**config.mk**
```make
export PLATFORM = sky130hd
export DESIGN_NAME = instr_fetch_queue
export DESIGN_NICKNAME = d
export VERILOG_FILES = /design/src/rtl/instr_fetch_queue.sv
export SDC_FILE = /design/constraint.sdc
export NUM_CORES = 1
export LEC_CHECK = 0
export CELL_PAD_IN_SITES_DETAIL_PLACEMENT = 1
export CELL_PAD_IN_SITES_GLOBAL_PLACEMENT = 2
export CORE_ASPECT_RATIO = 0.7
export CORE_UTILIZATION = 40
export CTS_CLUSTER_SIZE = 25
export DETAILED_ROUTE_END_ITERATION = 6
export PLACE_DENSITY_LB_ADDON = 0.1
export SLEW_MARGIN = 10
export SYNTH_ARGS = -nofsm -noshare
export SYNTH_HDL_FRONTEND = slang
export SYNTH_SLANG_ARGS = --single-unit
```
**constraint.sdc**
```tcl
create_clock -name clk -period 4 [get_ports clk]
set_input_delay 0.8 -clock clk [delete_from_list [all_inputs] [get_ports clk]]
set_output_delay 0.8 -clock clk [all_outputs]
set_load 0.02 [all_outputs]
```
**src/rtl/instr_fetch_queue.sv**
```systemverilog
// rtl/instr_fetch_queue.sv - byte-serial big-endian instruction fetch feeding a small word FIFO with redirect flush
module instr_fetch_queue #(
  parameter int          ADDR_W   = 5,
  parameter int          DEPTH    = 4,
  parameter logic [31:0] RESET_PC = 32'h0
) (
  input  logic                     clk,
  input  logic                     rst_n,
  output logic                     imem_req,
  output logic [ADDR_W-1:0]        imem_addr,
  input  logic [7:0]               imem_rdata,
  output logic [31:0]              inst,
  output logic [31:0]              inst_pc,
  output logic                     inst_valid,
  input  logic                     inst_ready,
  input  logic                     redirect,
  input  logic [31:0]              redirect_pc,
  output logic [$clog2(DEPTH):0]   count
);

  localparam int PW = $clog2(DEPTH);
  localparam logic [PW:0] DEPTH_C = (PW+1)'(DEPTH);

  typedef enum logic [1:0] {S_WAIT, S_B1, S_B2, S_B3} state_t;

  state_t          state, state_nx;
  logic [31:0]     fetch_pc;
  logic            pending;
  logic            rsp_valid;
  logic [1:0]      rsp_idx;
  logic [1:0]      byte_idx;
  logic [23:0]     asm_q;
  logic [31:0]     inst_q [DEPTH];
  logic [31:0]     pc_q   [DEPTH];
  logic [PW-1:0]   wr_ptr, rd_ptr;
  logic            space, req, issue0, push, pop;

  assign space = (count + {{PW{1'b0}}, pending}) < DEPTH_C;

  always_comb begin
    state_nx = state;
    req      = 1'b0;
    byte_idx = 2'd0;
    case (state)
      S_WAIT: if (space) begin req = 1'b1; state_nx = S_B1; end
      S_B1:   begin req = 1'b1; byte_idx = 2'd1; state_nx = S_B2;   end
      S_B2:   begin req = 1'b1; byte_idx = 2'd2; state_nx = S_B3;   end
      S_B3:   begin req = 1'b1; byte_idx = 2'd3; state_nx = S_WAIT; end
      default: state_nx = S_WAIT;
    endcase
    if (redirect) begin
      req      = 1'b0;
      state_nx = S_WAIT;
    end
  end

  always_ff @(posedge clk or negedge rst_n) begin
    if (!rst_n) state <= S_WAIT;
    else        state <= state_nx;
  end

  assign issue0     = req & (state == S_WAIT);
  assign imem_req   = req & rst_n;
  assign imem_addr  = fetch_pc[ADDR_W-1:0] + ADDR_W'(byte_idx);
  assign push       = rsp_valid & (rsp_idx == 2'd3) & ~redirect;
  assign inst_valid = (count != '0);
  assign pop        = inst_valid & inst_ready & ~redirect;
  assign inst       = inst_valid ? inst_q[rd_ptr] : 32'h0;
  assign inst_pc    = inst_valid ? pc_q[rd_ptr]   : 32'h0;

  always_ff @(posedge clk or negedge rst_n) begin
    if (!rst_n) begin
      fetch_pc  <= RESET_PC;
      pending   <= 1'b0;
      rsp_valid <= 1'b0;
      rsp_idx   <= 2'd0;
      asm_q     <= 24'h0;
      wr_ptr    <= '0;
      rd_ptr    <= '0;
      count     <= '0;
    end else if (redirect) begin
      fetch_pc  <= redirect_pc & ~32'd3;
      pending   <= 1'b0;
      rsp_valid <= 1'b0;
      rsp_idx   <= 2'd0;
      asm_q     <= 24'h0;
      wr_ptr    <= '0;
      rd_ptr    <= '0;
      count     <= '0;
    end else begin
      rsp_valid <= req;
      rsp_idx   <= byte_idx;
      if (state == S_B3) fetch_pc <= fetch_pc + 32'd4;
      if (issue0)        pending  <= 1'b1;
      else if (push)     pending  <= 1'b0;
      if (rsp_valid)     asm_q    <= {asm_q[15:0], imem_rdata};
      if (push)          wr_ptr   <= wr_ptr + 1'b1;
      if (pop)           rd_ptr   <= rd_ptr + 1'b1;
      case ({push, pop})
        2'b10:   count <= count + 1'b1;
        2'b01:   count <= count - 1'b1;
        default: count <= count;
      endcase
    end
  end

  // fetch_pc already advanced past the word on its last request, so the pushed word sits 4 bytes back
  always_ff @(posedge clk) begin
    if (push) begin
      inst_q[wr_ptr] <= {asm_q, imem_rdata};
      pc_q[wr_ptr]   <= fetch_pc - 32'd4;
    end
  end

endmodule

```
Yosys cells after proc, flatten, opt, wreduce, memory -nomap -nowiden
Memory sizes are Yosys's and may differ from the RTL's.
Cells that the tools add are included.

storage, ports and cells
  bits in registers = 69
  memory bits (writable) = 256
  input port bits = 44
  output and inout bits = 74
  memories = 2

memories
  name    depth  bits a word  read ports  clocked after memory_dff  write ports  line  text
  inst_q  4      32           1           0                         1            33    logic [31:0] inst_q [DEPTH];
  pc_q    4      32           1           0                         1            34    logic [31:0] pc_q [DEPTH];

operators by class
  $add $sub $neg = 8
  magnitude comparators = 1
  equality and inequality tests = 7
  multiplexer cells = 26
  bitwise gates (word level) = 7
  reduce and logical (&&, ||, !) cells = 9

operators with widths
  cell                     count
  $mux W32                 4
  $mux W24                 2
  $add A32 B3 Y32 const B  1
  $sub A32 B3 Y32 const B  1
  $mux W2                  7
  $reduce_bool A3 Y1       3
  $eq A2 B2 Y1 const B     4
  $mux W1                  8
  $pmux W2 S4              1
  $reduce_bool A2 Y1       4
  $and A1 B1 Y1            6
  $pmux W2 S3              1
  $pmux W3 S2              1
  $add A5 B2 Y5            1
  $add A2 B1 Y2 const B    2
  $eq A2 B1 Y1 const B     2
  $add A3 B1 Y3            1
  $add A3 B1 Y3 const B    1
  $lt A3 B3 Y1 const B     1
  $mux W3                  1
  $ne A3 B3 Y1 const B     1
  $reduce_or A3 Y1         1
  $sub A3 B1 Y3 const B    1
  $logic_not A2 Y1         1
  2 further kinds          2

Longest topological paths before layout
Gate-level depths: netlist of the first run.

  depth in word-level cells = 8
  depth in mapped cells = 8
  gate-level depth less buffers = 7

Least setup slack after synthesis of the first run
No wires, ideal clock.

  kind = input port to flip-flop
  start point = input redirect
  end point = memory inst_q[0][0], enable pin
  data arrival time = 2.642 ns
  required time = 3.573 ns
  setup slack = 0.931 ns
  cell stages on the path = 3
  buffers on the path = 1
  cell sequence = clkbuf_1 nor2_1 and2_1

between the ends
  cells in the longest elaborated chain, start to end = 4

ends and longest elaborated chain
  item                           line  text
  from (decl)                    16    input logic redirect,
  $not A1 Y1                     65    assign push = rsp_valid & (rsp_idx == 2'd3) & ~redirect;
  $and A1 B1 Y1                  65
  $mux W1                        109   if (push) begin
  $mux W1 (not written as such)  110   inst_q[wr_ptr] <= {asm_q, imem_rdata};
  to (decl)                      33

No other way between the ends.

Worst setup path after layout of the first run
  start point = register rd_ptr[1]
  end point = output inst[25]

between the ends
  cells in the longest elaborated chain, start to end = 2

ends and longest elaborated chain
  item                    line  text
  from (decl)             35    logic [PW-1:0] wr_ptr, rd_ptr;
  from (signal assigned)  98    if (pop) rd_ptr <= rd_ptr + 1'b1;
  $mem_v2 Z4 W32          -
  $mux W32                68    assign inst = inst_valid ? inst_q[rd_ptr] : 32'h0;
  to (decl)               12    output logic [31:0] inst,

No other way between the ends.

==> results_dict.tcl, run 1 <==
set metrics [dict create \
    status "finished with violations" \
    violations "design-rule violations" \
    grt_pass1_wl_mm 49.5 \
    grt_use_total_pct 18.7 \
    final_util_pct 48.0 \
    synth_compound_area_share_pct 2.53 \
    area_delta_synth_final_pct 18.0 \
    max_freq_mhz 275 \
    fill_cells 3217 \
    dr.first_iter.drc_count 497 \
    port_buffers 113 \
    drv_slew 0 \
    core_area_um2 33600 \
    grt_start_max_net_pins 68 \
    drv_cap 0 \
    via_per_inst 5.44 \
    synth_edf_count 248 \
    powerDensity_nw_per_um2 560 \
    use_met1_pct 27.2 \
    cts_buffers 31 \
    synth_cell_type_count 54 \
    drc_errors 1 \
    r2r_setup_slack_ns 0.97 \
    nets 1023 \
    crit_arrival_ns 2.83 \
    rr_worst_depth 4 \
    crit_path_end_kind "primary output" \
    regToRegEndpoint "pc_q[0][22]" \
    root_buffer "clkbuf_16" \
    post-place-ws_ns 0.719 \
    required_ns 3.20 \
    critical_path_buf_inv_count 2 \
    grt_overflow 0 \
    setup_tns_ns 0 \
    path_cells "buf_12, mux4_2, and2_1, clkdlybuf4s50_1" \
    synth-simple-area-share_pct 11.4 \
    use_met3_pct 2.82 \
    die_h_um 157 \
    worst_hold_slack_ns 0.503 \
    place_congestion 0.812 \
    report.final.hold_viol_count 0 \
    yosys.area_share.adder_pct 1.16 \
    synth.largest_area_cell "edfxtp_1" \
    yosys_warnings 0 \
    chipWidth_um 223 \
    clkSlewWorstSetupHoldPaths_ns 0.07 \
    rows 56 \
    fin_crit_sh_pct 90.8 \
    synth_top_area_share_pct 54.6 \
    worst_pin_slew_ns 0.963 \
    synth_top_family_by_area "multiplexers" \
    synth_cells 875 \
    ys_async_sr_fraction_pct 21.3 \
    drtAntennaViolNets 0 \
    drive_gt1_share_pct 14.3 \
    cts_tree "built" \
    vias 7765 \
    synthTopCellsByCount "edfxtp_1, and2_1, dfrtp_1, nor2_1, mux4_2" \
    die_area_um2 34900 \
    path_class "reg -> out" \
    cp_top_family "buffers and inverters" \
    initial_core_util_pct 40.6 \
    wire_per_inst_um 22.6 \
    seq_area_um2 9130 \
    clk_path_buf_depth 3 \
    synthMuxAreaShare_pct 12.2 \
    grt_pass1_vias 8316 \
    synth_area_leaders "edfxtp_1, dfrtp_1, mux4_2, and2_1, mux2i_1" \
    multiInputGateArea_um2 4150 \
    final-setup-viol-count 0 \
    use_met2_pct 30.1 \
    min_period_ns 3.63 \
    cp_max_fo 45 \
    dp_hpwl_mm 20.7 \
    ys_ff_latch 315 \
    final_cells 1427 \
    cts.sinks 315 \
    dpl.cell_count 1369 \
    regToRegStartpoint "fetch_pc[9]" \
    setup_ws_ns 0.366 \
    synth_flop_cell "edfxtp_1" \
    io_pins 118 \
    hold_path.class "in -> async" \
    wl_mm 32.2 \
    synth_area_per_cell_um2 15.6 \
    h-tree-depth 1 \
    antenna_found_initial 1 \
    max-slew-margin-rel_pct 35.8 \
    ctsHoldBuffers 0 \
    crit_path_max_incr_delay_ns 0.74 \
    ys_seq_area_share_pct 66.9 \
    finalClockSkew_ns 0.0231 \
    post_cts_buffers 0 \
    synth.most_common_cell "edfxtp_1" \
    clkLatencyLatePin_ns 0.56 \
    mappedNetlistArea_um2 13600 \
    busiest_layer "met2" \
    crit_cells 4 \
    rsz0062_at_grt "no" \
    startpoint_type "flip-flop" \
    drt_pass1_iterations 7 \
    vdd_drop_max_uv 630 \
    p_leak_nw 5.41 \
    synthXorXnorAreaFrac_pct 2.95 \
    slowest_stage "dfrtp_2" \
]
==> timing repair <==
action | 4_1_cts | 5_1_grt
setup endpoints to repair | 0 | 28
gates resized for setup | 0 | 1
hold endpoints to repair | 0 | 0
==> state kept, by name (all words and copies together), names as in the netlist <==
signal and count:
inst_q 128, pc_q 120, fetch_pc 30, asm_q 24, count 3, rd_ptr 2
rsp_idx 2, state 2, wr_ptr 2, pending 1, rsp_valid 1
==> cell families (layout without fill, tap and decap cells) <==
group	count (synthesis)	in the layout
simple gates	273	273
xor+xnor	46	46
other cells	1	3
flops	315	315
fa+ha+maj	12	12
mux	89	89
buf+inv	85	200
compound gates	54	54
==> stage by stage <==
stage / area [um2] / power (mW)
6_report: 16100 / 9.02
4_1_cts: 16100 / 9.15
5_1_grt: 16100 / 9.41
3_3_place_gp: 15100 / 6.32
3_5_place_dp: 15100 / 6.36
2_1_floorplan: 13600 / 5.33
==> how the worst max path moves through the flow <==
stage | startpoint | end | slack, ns
final | rd_ptr[1] | inst[25] | 0.37
after detailed placement | count[2] | inst[9] | 0.72
after CTS | count[2] | inst[9] | 0.09
after global placement | count[2] | inst[9] | 0.75
after global routing | rd_ptr[0] | inst_pc[30] | 0.24
after floorplan | redirect | inst_q[0][0] | 0.93
==> cell usage in the layout, fill, tap and decap left out, types with 6 or more instances in the layout <==
cell             instances
clkbuf_1                11
nand4_1                 21
inv_1                   11
xor2_1                  17
nand3_1                 20
dfrtp_1                 65
buf_4                   17
clkdlybuf4s50_1        111
nor4_1                   6
mux2i_1                 27
xnor2_1                 29
mux4_2                  62
and2_1                  64
ha_1                    11
nand2_1                 31
or4_1                   11
nor2_1                  66
clkbuf_16               31
o21ai_0                 18
nor3_1                   7
a31oi_1                 13
edfxtp_1               248
clkinv_1                 7
o31ai_1                 12
==> area by class of cell <==
type / instances / area share [%]
inverters: 12 / 0.280
well taps: 435 / 3.38
clock inverters: 14 / 0.692
repair buffers: 131 / 7.98
diodes: 1 / 0.0155
multi-input cells: 476 / 25.8
flip-flops and latches: 315 / 56.7
clock buffers: 43 / 5.16
==> report_power, final <==
group / total, mW / switching, mW / internal, mW
registers: 3.84 / 0.189 / 3.65
logic: 2.42 / 1.25 / 1.17
clock network: 2.76 / 1.19 / 1.57
==> metal layers <==
layer  vias to the layer above  wire length (um)
met5                         -                 0
met4                         0               480
met3                        36              1170
met2                       146             15200
met1                      4080             15300
li1                       3503                 -
Power figures use the tool's default switching activity.
==> inputs of run 2 (changes only) <==
CORE_MARGIN = 2   (was not set)
SKIP_CTS_REPAIR_TIMING = 1   (was not set)
==> results_dict.tcl, run 2 (synthesis results as in run 1) <==
set metrics [dict create \
    status "complete, no violations" \
    cts_tree "built" \
    cts_buffers 31 \
    rows 56 \
    crit_arrival_ns 2.81 \
    die_area_um2 35600 \
    max_freq_mhz 277 \
    wl_met3_mm 1.28 \
    largest_register_ffs 128 \
    dr.first_iter.drc_count 456 \
    grt_start_max_net_pins 68 \
    met2WireLength_mm 14.7 \
    drv_slew 0 \
    area_delta_synth_final_pct 18.5 \
    slowest_stage "dfrtp_4" \
    drive_gt1_share_pct 15.1 \
    report.final.hold_viol_count 0 \
    dp_hpwl_mm 20.5 \
    drc_errors 0 \
    die_h_um 159 \
    powerDensity_nw_per_um2 567 \
    largest-register "inst_q" \
    via_per_inst 5.43 \
    startpoint_type "flip-flop" \
    drv_cap 0 \
    r2r_setup_slack_ns 1.20 \
    post-place-ws_ns 0.709 \
    grt_pass1_wl_mm 50.2 \
    final-setup-viol-count 0 \
    rr_worst_depth 4 \
    nets 1022 \
    vdd_drop_max_uv 362 \
    crit_path_end_kind "primary output" \
    vias 7747 \
    chipWidth_um 225 \
    crit_path_max_incr_delay_ns 0.64 \
    required_ns 3.20 \
    worst_pin_slew_ns 0.962 \
    cts.sinks 315 \
    drtAntennaViolNets 0 \
    setup_ws_ns 0.392 \
    h-tree-depth 1 \
    critPathLaunch "rd_ptr[0]" \
    drt_pass1_iterations 4 \
    grt_use_total_pct 18.5 \
    critical_path_buf_inv_count 2 \
    max-slew-margin-rel_pct 35.9 \
    wire_per_inst_um 22.3 \
    clkSlewWorstSetupHoldPaths_ns 0.07 \
    initial_core_util_pct 40.6 \
    setup_tns_ns 0 \
    hold_path.class "in -> async" \
    top_layer_used "met4" \
    clkLatencyLatePin_ns 0.57 \
    fin_crit_sh_pct 90.2 \
    place_congestion 0.798 \
    top_regs "inst_q (128), pc_q (120), fetch_pc (30)" \
    core_area_um2 33600 \
    drt-met1-wl_mm 15.0 \
    path_cells "buf_4, mux4_2, and2_1, clkdlybuf4s50_1" \
    worst_hold_slack_ns 0.502 \
    io_pins 118 \
    wl_mm 31.8 \
    finalClockSkew_ns 0.0186 \
    final_common_cell "edfxtp_1" \
    port_buffers 113 \
    grt_overflow 0 \
    cp_max_fo 15 \
    min_period_ns 3.61 \
    root_buffer "clkbuf_16" \
    antenna_found_initial 1 \
    cp_top_family "buffers and inverters" \
    path_class "reg -> out" \
    regToRegStartpoint "fetch_pc[11]" \
    regToRegEndpoint "pc_q[1][29]" \
    grt_pass1_vias 8419 \
    clk_path_buf_depth 3 \
    final_util_pct 48.2 \
    rsz0062_at_grt "no" \
    final_cell_mix "edfxtp_1, clkdlybuf4s50_1, nor2_1" \
    p_leak_nw 5.45 \
]
-- run 2: through the flow --
stage                     std cells  total power [mW]  cell area [um2]
after CTS                      1426              9.31            16200
after detailed placement       1368              6.38            15100
after global placement         1368              6.32            15100
final                          1427              9.17            16200
after floorplan                 876              5.33            13600
after global routing           1427              9.59            16200
-- run 2: power by group --
part	switching (mW)	total, mW	internal [mW]
registers	0.197	3.85	3.65
clock network	1.22	2.91	1.69
logic	1.24	2.41	1.17
-- run 2: layout make-up --
class                      count  area (um2)
antenna                        1        2.50
clock buffer                  48         910
clock inverter                10         114
fill                        3245       17400
inverter                      12        45.0
multi-input combinational    476        4150
sequential                   315        9130
tap                          435         544
timing repair buffer         130        1280
-- run 2: how the worst max path moves through the flow --
stage | cells after the start | slack [ns] | end
after global routing | 4 | 0.22 | inst_pc[28]
after global placement | 3 | 0.79 | inst[31]
final | 4 | 0.39 | inst_pc[28]
after CTS | 3 | 0.09 | inst[15]
after floorplan | 3 | 0.93 | inst_q[0][0]
after detailed placement | 3 | 0.71 | inst[15]
-- run 2: per-layer routing --
metal / GRT usage, % / up-vias
li1: - / 3505
met1: 26.8 / 4031
met2: 29.3 / 160
met3: 3.14 / 51
met4: 4.79 / 0
met5: 0 / -
